--- config.mk ---
export PLATFORM = sky130hd
export DESIGN_NAME = mem_stream_sequencer
export DESIGN_NICKNAME = d
export VERILOG_FILES = /design/src/rtl/mem_stream_sequencer.sv
export SDC_FILE = /design/constraint.sdc
export NUM_CORES = 1
export LEC_CHECK = 0
export ABC_CLOCK_PERIOD_IN_PS = 1900
export BUFFER_PORTS_ARGS = -buffer_cell sky130_fd_sc_hd__buf_4
export CAP_MARGIN = 15
export CORE_MARGIN = 2
export CORE_UTILIZATION = 49
export CTS_CLUSTER_SIZE = 20
export DETAILED_ROUTE_END_ITERATION = 10
export HOLD_SLACK_MARGIN = 0.08
export PLACE_DENSITY = 0.76
export SYNTH_ARGS = -nofsm -noshare
export SYNTH_HDL_FRONTEND = slang
export SYNTH_SLANG_ARGS = --single-unit
--- constraint.sdc ---
create_clock -name clk -period 1.9 [get_ports clk]
set_clock_uncertainty 0.1 [all_clocks]
set_input_delay 0 -clock clk [delete_from_list [all_inputs] [get_ports clk]]
set_output_delay 0 -clock clk [all_outputs]
set_load 0.1 [all_outputs]
--- src/rtl/mem_stream_sequencer.sv ---
// Frame sequencer: sweeps source RAM read addresses and delays each address to its destination write.
// Build macro MEM_SEQ_LOOP_EN enables seamless back-to-back frames while start is held.
module mem_stream_sequencer #(
  parameter int unsigned ADDR_W      = 16,
  parameter int unsigned DATA_W      = 16,
  parameter int unsigned NUM_SAMPLES = 256,
  parameter int unsigned RD_LAT      = 1,
  parameter int unsigned PROC_LAT    = 2
) (
  input  logic              clk,
  input  logic              rst,
  input  logic              start,
  output logic              busy,
  output logic              done,
  output logic [ADDR_W-1:0] rd_addr,
  input  logic [DATA_W-1:0] rd_data,
  output logic [DATA_W-1:0] smp_data,
  output logic              smp_valid,
  input  logic [DATA_W-1:0] proc_data,
  output logic [ADDR_W-1:0] wr_addr,
  output logic [DATA_W-1:0] wr_data,
  output logic              wr_we
);

  localparam int unsigned     PIPE_D   = RD_LAT + PROC_LAT;
  localparam logic [ADDR_W:0] LAST_IDX = (ADDR_W+1)'(NUM_SAMPLES - 1);

  typedef enum logic [1:0] {S_IDLE, S_RUN, S_DRAIN, S_DONE} state_t;

  state_t              state, state_nxt;
  logic [ADDR_W:0]     cnt;
  logic                issue, issue_last, loop_wrap, drain_empty;
  logic [PIPE_D-1:0]   pv, pl;
  logic [ADDR_W-1:0]   pa [PIPE_D];
  logic [DATA_W-1:0]   smp_hold, wr_hold;
  logic                done_q;

  assign issue      = (state == S_RUN);
  assign issue_last = issue && (cnt == LAST_IDX);

`ifdef MEM_SEQ_LOOP_EN
  assign loop_wrap = issue_last && start;
`else
  assign loop_wrap = 1'b0;
`endif

  // Stage 0 is refilled only by RUN, so the pipe is empty next cycle once
  // everything except the output stage is clear.
  generate
    if (PIPE_D > 1) begin : g_deep
      assign drain_empty = ~|pv[PIPE_D-2:0];
    end else begin : g_shallow
      assign drain_empty = 1'b1;
    end
  endgenerate

  always_ff @(posedge clk) begin
    if (rst) state <= S_IDLE;
    else     state <= state_nxt;
  end

  always_comb begin
    state_nxt = state;
    unique case (state)
      S_IDLE:  if (start) state_nxt = S_RUN;
      S_RUN:   if (issue_last && !loop_wrap) state_nxt = S_DRAIN;
      S_DRAIN: if (drain_empty) state_nxt = S_DONE;
      S_DONE:  state_nxt = S_IDLE;
      default: state_nxt = S_IDLE;
    endcase
  end

  always_ff @(posedge clk) begin
    if (rst)
      cnt <= '0;
    else if ((state == S_IDLE && start) || loop_wrap)
      cnt <= '0;
    else if (issue && !issue_last)
      cnt <= cnt + 1'b1;
  end

  // Address/valid/last-of-frame delay line; address stages only load on valid
  // so wr_addr naturally holds the last written index.
  always_ff @(posedge clk) begin
    if (rst) begin
      pv <= '0;
      pl <= '0;
      for (int unsigned i = 0; i < PIPE_D; i++) pa[i] <= '0;
    end else begin
      for (int unsigned i = 1; i < PIPE_D; i++) begin
        pv[i] <= pv[i-1];
        pl[i] <= pl[i-1];
        if (pv[i-1]) pa[i] <= pa[i-1];
      end
      pv[0] <= issue;
      pl[0] <= issue_last;
      if (issue) pa[0] <= cnt[ADDR_W-1:0];
    end
  end

  always_ff @(posedge clk) begin
    if (rst) begin
      smp_hold <= '0;
      wr_hold  <= '0;
      done_q   <= 1'b0;
    end else begin
      if (smp_valid) smp_hold <= rd_data;
      if (wr_we)     wr_hold  <= proc_data;
      done_q <= wr_we && pl[PIPE_D-1];
    end
  end

  assign busy      = (state == S_RUN) || (state == S_DRAIN);
  assign done      = done_q;
  assign rd_addr   = cnt[ADDR_W-1:0];
  assign smp_valid = pv[RD_LAT-1];
  assign smp_data  = smp_valid ? rd_data : smp_hold;
  assign wr_we     = pv[PIPE_D-1];
  assign wr_addr   = pa[PIPE_D-1];
  assign wr_data   = wr_we ? proc_data : wr_hold;

endmodule
==> flow_summary.toml <==
[outcome]
status = "completed"

[timing]
max_slew.worst_pin.slew_ps = 356
fin_crit_ps = 1800
hold_viol_final = 0
setup_viol = 0
rsz0062_at_grt = "false"
fin_crit_sh_pct = 94.5
max_freq_mhz = 557
relSlewSlack_pct = 76.1
setup-tns-final_ps = 0
slew_violations = 0

[detailed_routing]
wirelength_mm = 9.08
first_iter_violations = 99
final_antenna_net_count = 0
remaining_drc_errors = 0
first_pass_iters = 4
wl_per_cell_um = 14.0
num_vias = 3153
via_per_inst = 4.85

[setup_path]
crit_start = "state[1]"
worstReg2RegStart = "state[1]"
end_kind = "flip-flop"
cp.required_ps = 1920
reg2regPathDepth = 6
crit_path_max_incr_delay_ps = 480
worstPathMaxFanout = 48
start_kind = "flip-flop"
rrSetupSlack_ps = 100
critical_path_class = "reg -> reg"
slowest_stage = "or3_4"
crit_arrival_ps = 1810
rr_endpoint = "pa[0][2]"
crit_chain = "inv_2 -> ha_4 -> inv_4 -> nor2_1 -> or3_4 -> and2_2"

[floorplanning]
dieArea_um2 = 10300
fp.dieW_um = 101
core-area_um2 = 9240
start_util_pct = 50.4
die_y_um = 101
boundaryPins = 103
rows = 35

[global_route]
overflow = 0
grt_use_met2_pct = 31.9
grt_use_met3_pct = 2.48
grt_max_degree = 49
grt_pass1_vias = 3096
grt_pass1_wl_mm = 14.2
grt_busiest_layer = "met2"
antenna_found_initial = 0
track_usage_pct = 17.6
met1_usage_pct = 20.4

[synth]
ys.flop_type = "dfxtp_1"
postSynthAreaPerCell_um2 = 11.8
yosysTopAreaCellShare_pct = 31.0
async_flop_share_pct = 0
synth_edf_count = 48
synth_area_um2 = 4660
synth_cells = 394
syn_nets = 434
yosysWarningCount = 0
yosysUniqueCellTypes = 41
synth.largest_area_cell = "edfxtp_1"
yosys-top-cells-area = "edfxtp_1 (31%), dfxtp_1 (25%), and2_1 (11%)"
ys_seq_area_share_pct = 55.9
ys_ff_latch = 106

[clocking]
clock_latency_ps = 360
htree_levels = 3
post_cts_buffers = 0
numCtsBuffers = 9
clkSlewWorstSetupHoldPaths_ps = 90
cts_sinks = 106
cts_tree = "built"
cts_root_buf = "clkbuf_8"
clk_path_buf_depth = 2

[cells_and_area]
layout-drive-gt1-share_pct = 37.6
areaGrowthSynthToFinish_pct = 29.2
insertedDiodeCount = 0
fin_nets = 556

[placement]
dp_hpwl_mm = 6.23
gp_congestion = 0.905
portBuffers = 102

[flow_run]
max_cap_violations = 0

[hold_path]
hold_depth = 1
holdPathEnd = "pl[2]"
min_from = "pl[1]"
hold_class = "reg -> reg"

[power_and_ir_drop]
p_leak_uw = 0.00256
powerDensity_nw_per_um2 = 1120
peakVddDrop_v = 0.000966
finalPower_uw = 6720
## cells by family after synthesis
family,Yosys count,share of synthesized area (%)
AO/OA/AOI/OAI,34,5.83
XOR/XNOR,2,0.376
adder cells (fa/ha/maj),5,1.34
buffers and inverters,58,8.30
flip-flops,106,55.9
multiplexers,39,9.24
AND/OR/NAND/NOR,150,19.0
## flip-flops by register name, indices dropped and copies added, names as in the netlist
signal,count
cnt,17
pa,48
pl,3
wr_hold,16
state,2
smp_hold,16
pv,3
done,1
## worst max-delay path by stage
stage | to | slack, ps | depth (start not counted)
3_3_place_gp | pa[0][2] | 50 | 6
2_1_floorplan | smp_hold[10] | -30 | 4
4_1_cts | cnt[15] | 30 | 6
5_1_grt | pa[0][2] | 20 | 6
6_report | pa[0][2] | 100 | 6
3_5_place_dp | pa[0][2] | -8 | 6
## what timing repair did
action | CTS | global route
setup endpoints to repair | 5 | 42
endpoints found under the hold margin | 50 | 0
resized for setup | 0 | 2
hold buffers | 34 | 0
pin swaps | 1 | 0
## critical path: cells and delay by family (launching register included)
| family | cells | cell delay [ps] |
|---|---|---|
| DFF | 1 | 370 |
| buffers and inverters | 2 | 130 |
| and+or+nand+nor | 3 | 770 |
| adders and majority gates | 1 | 190 |
## cells in the final DEF (no fill, tap or decap), drive strengths merged
cell type,synthesis,layout
mux2,32,32
a2111oi,2,2
o31ai,2,2
nor3,2,2
inv,5,9
a31o,1,1
xor2,2,2
and2,83,83
or4,2,2
a2111o,4,4
a21oi,12,12
edfxtp,48,48
nor2,5,5
nand2b,4,4
clkinv,0,3
nor4,1,1
dlygate4sd3,0,34
mux2i,7,7
nor2b,4,4
clkbuf,10,9
and3,5,5
o21ai,10,10
nand3,5,5
nand2,24,24
ha,5,5
and4,2,2
buf,42,130
or3,4,4
dfxtp,58,58
a211oi,2,2
nand4,7,7
a31oi,1,1
or2,2,2
## stage by stage
stage	setup slack (ps)	std cells	hold WS (ps)	area [µm²]	util, %
floorplan	-30.0	394	153	4730	-
global placement	54.6	600	152	5490	59.4
detailed placement	-7.78	600	157	5490	59.4
CTS	33.9	650	345	6010	65.0
global route	17.5	650	364	6020	65.1
finish	105	650	361	6020	65.1
## report_power, final
part	internal (µW)	switching [µW]
clock	490	768
combinational	706	1960
sequential	2710	88.8
total	3910	2810
## area by class of cell
| cell class | instances | area [µm²] |
|---|---|---|
| repair buffers | 164 | 1330 |
| fillers | 713 | 3220 |
| multi-input cells | 230 | 1720 |
| clock inverters | 7 | 52.6 |
| clock buffers | 9 | 124 |
| flip-flops and latches | 106 | 2610 |
| inverters | 5 | 21.3 |
| well taps | 129 | 161 |
## per-layer routing
metal | vias up | share of wire, % | routed length, µm
li1 | 1566 | - | -
met1 | 1503 | 41 | 3700
met2 | 69 | 54 | 4940
met3 | 15 | 2.7 | 246
met4 | 0 | 2.1 | 192
met5 | - | 0 | 0
## cell usage after synthesis (5+ instances only)
library cell	instances
a21oi_1	11
nand4_1	7
edfxtp_1	48
mux2i_1	7
nor2_1	5
nand2_1	24
and2_1	82
buf_2	5
buf_4	33
ha_1	5
dfxtp_1	58
mux2_2	32
o21ai_0	8
clkbuf_1	10
(Power assumes the default switching activity.)
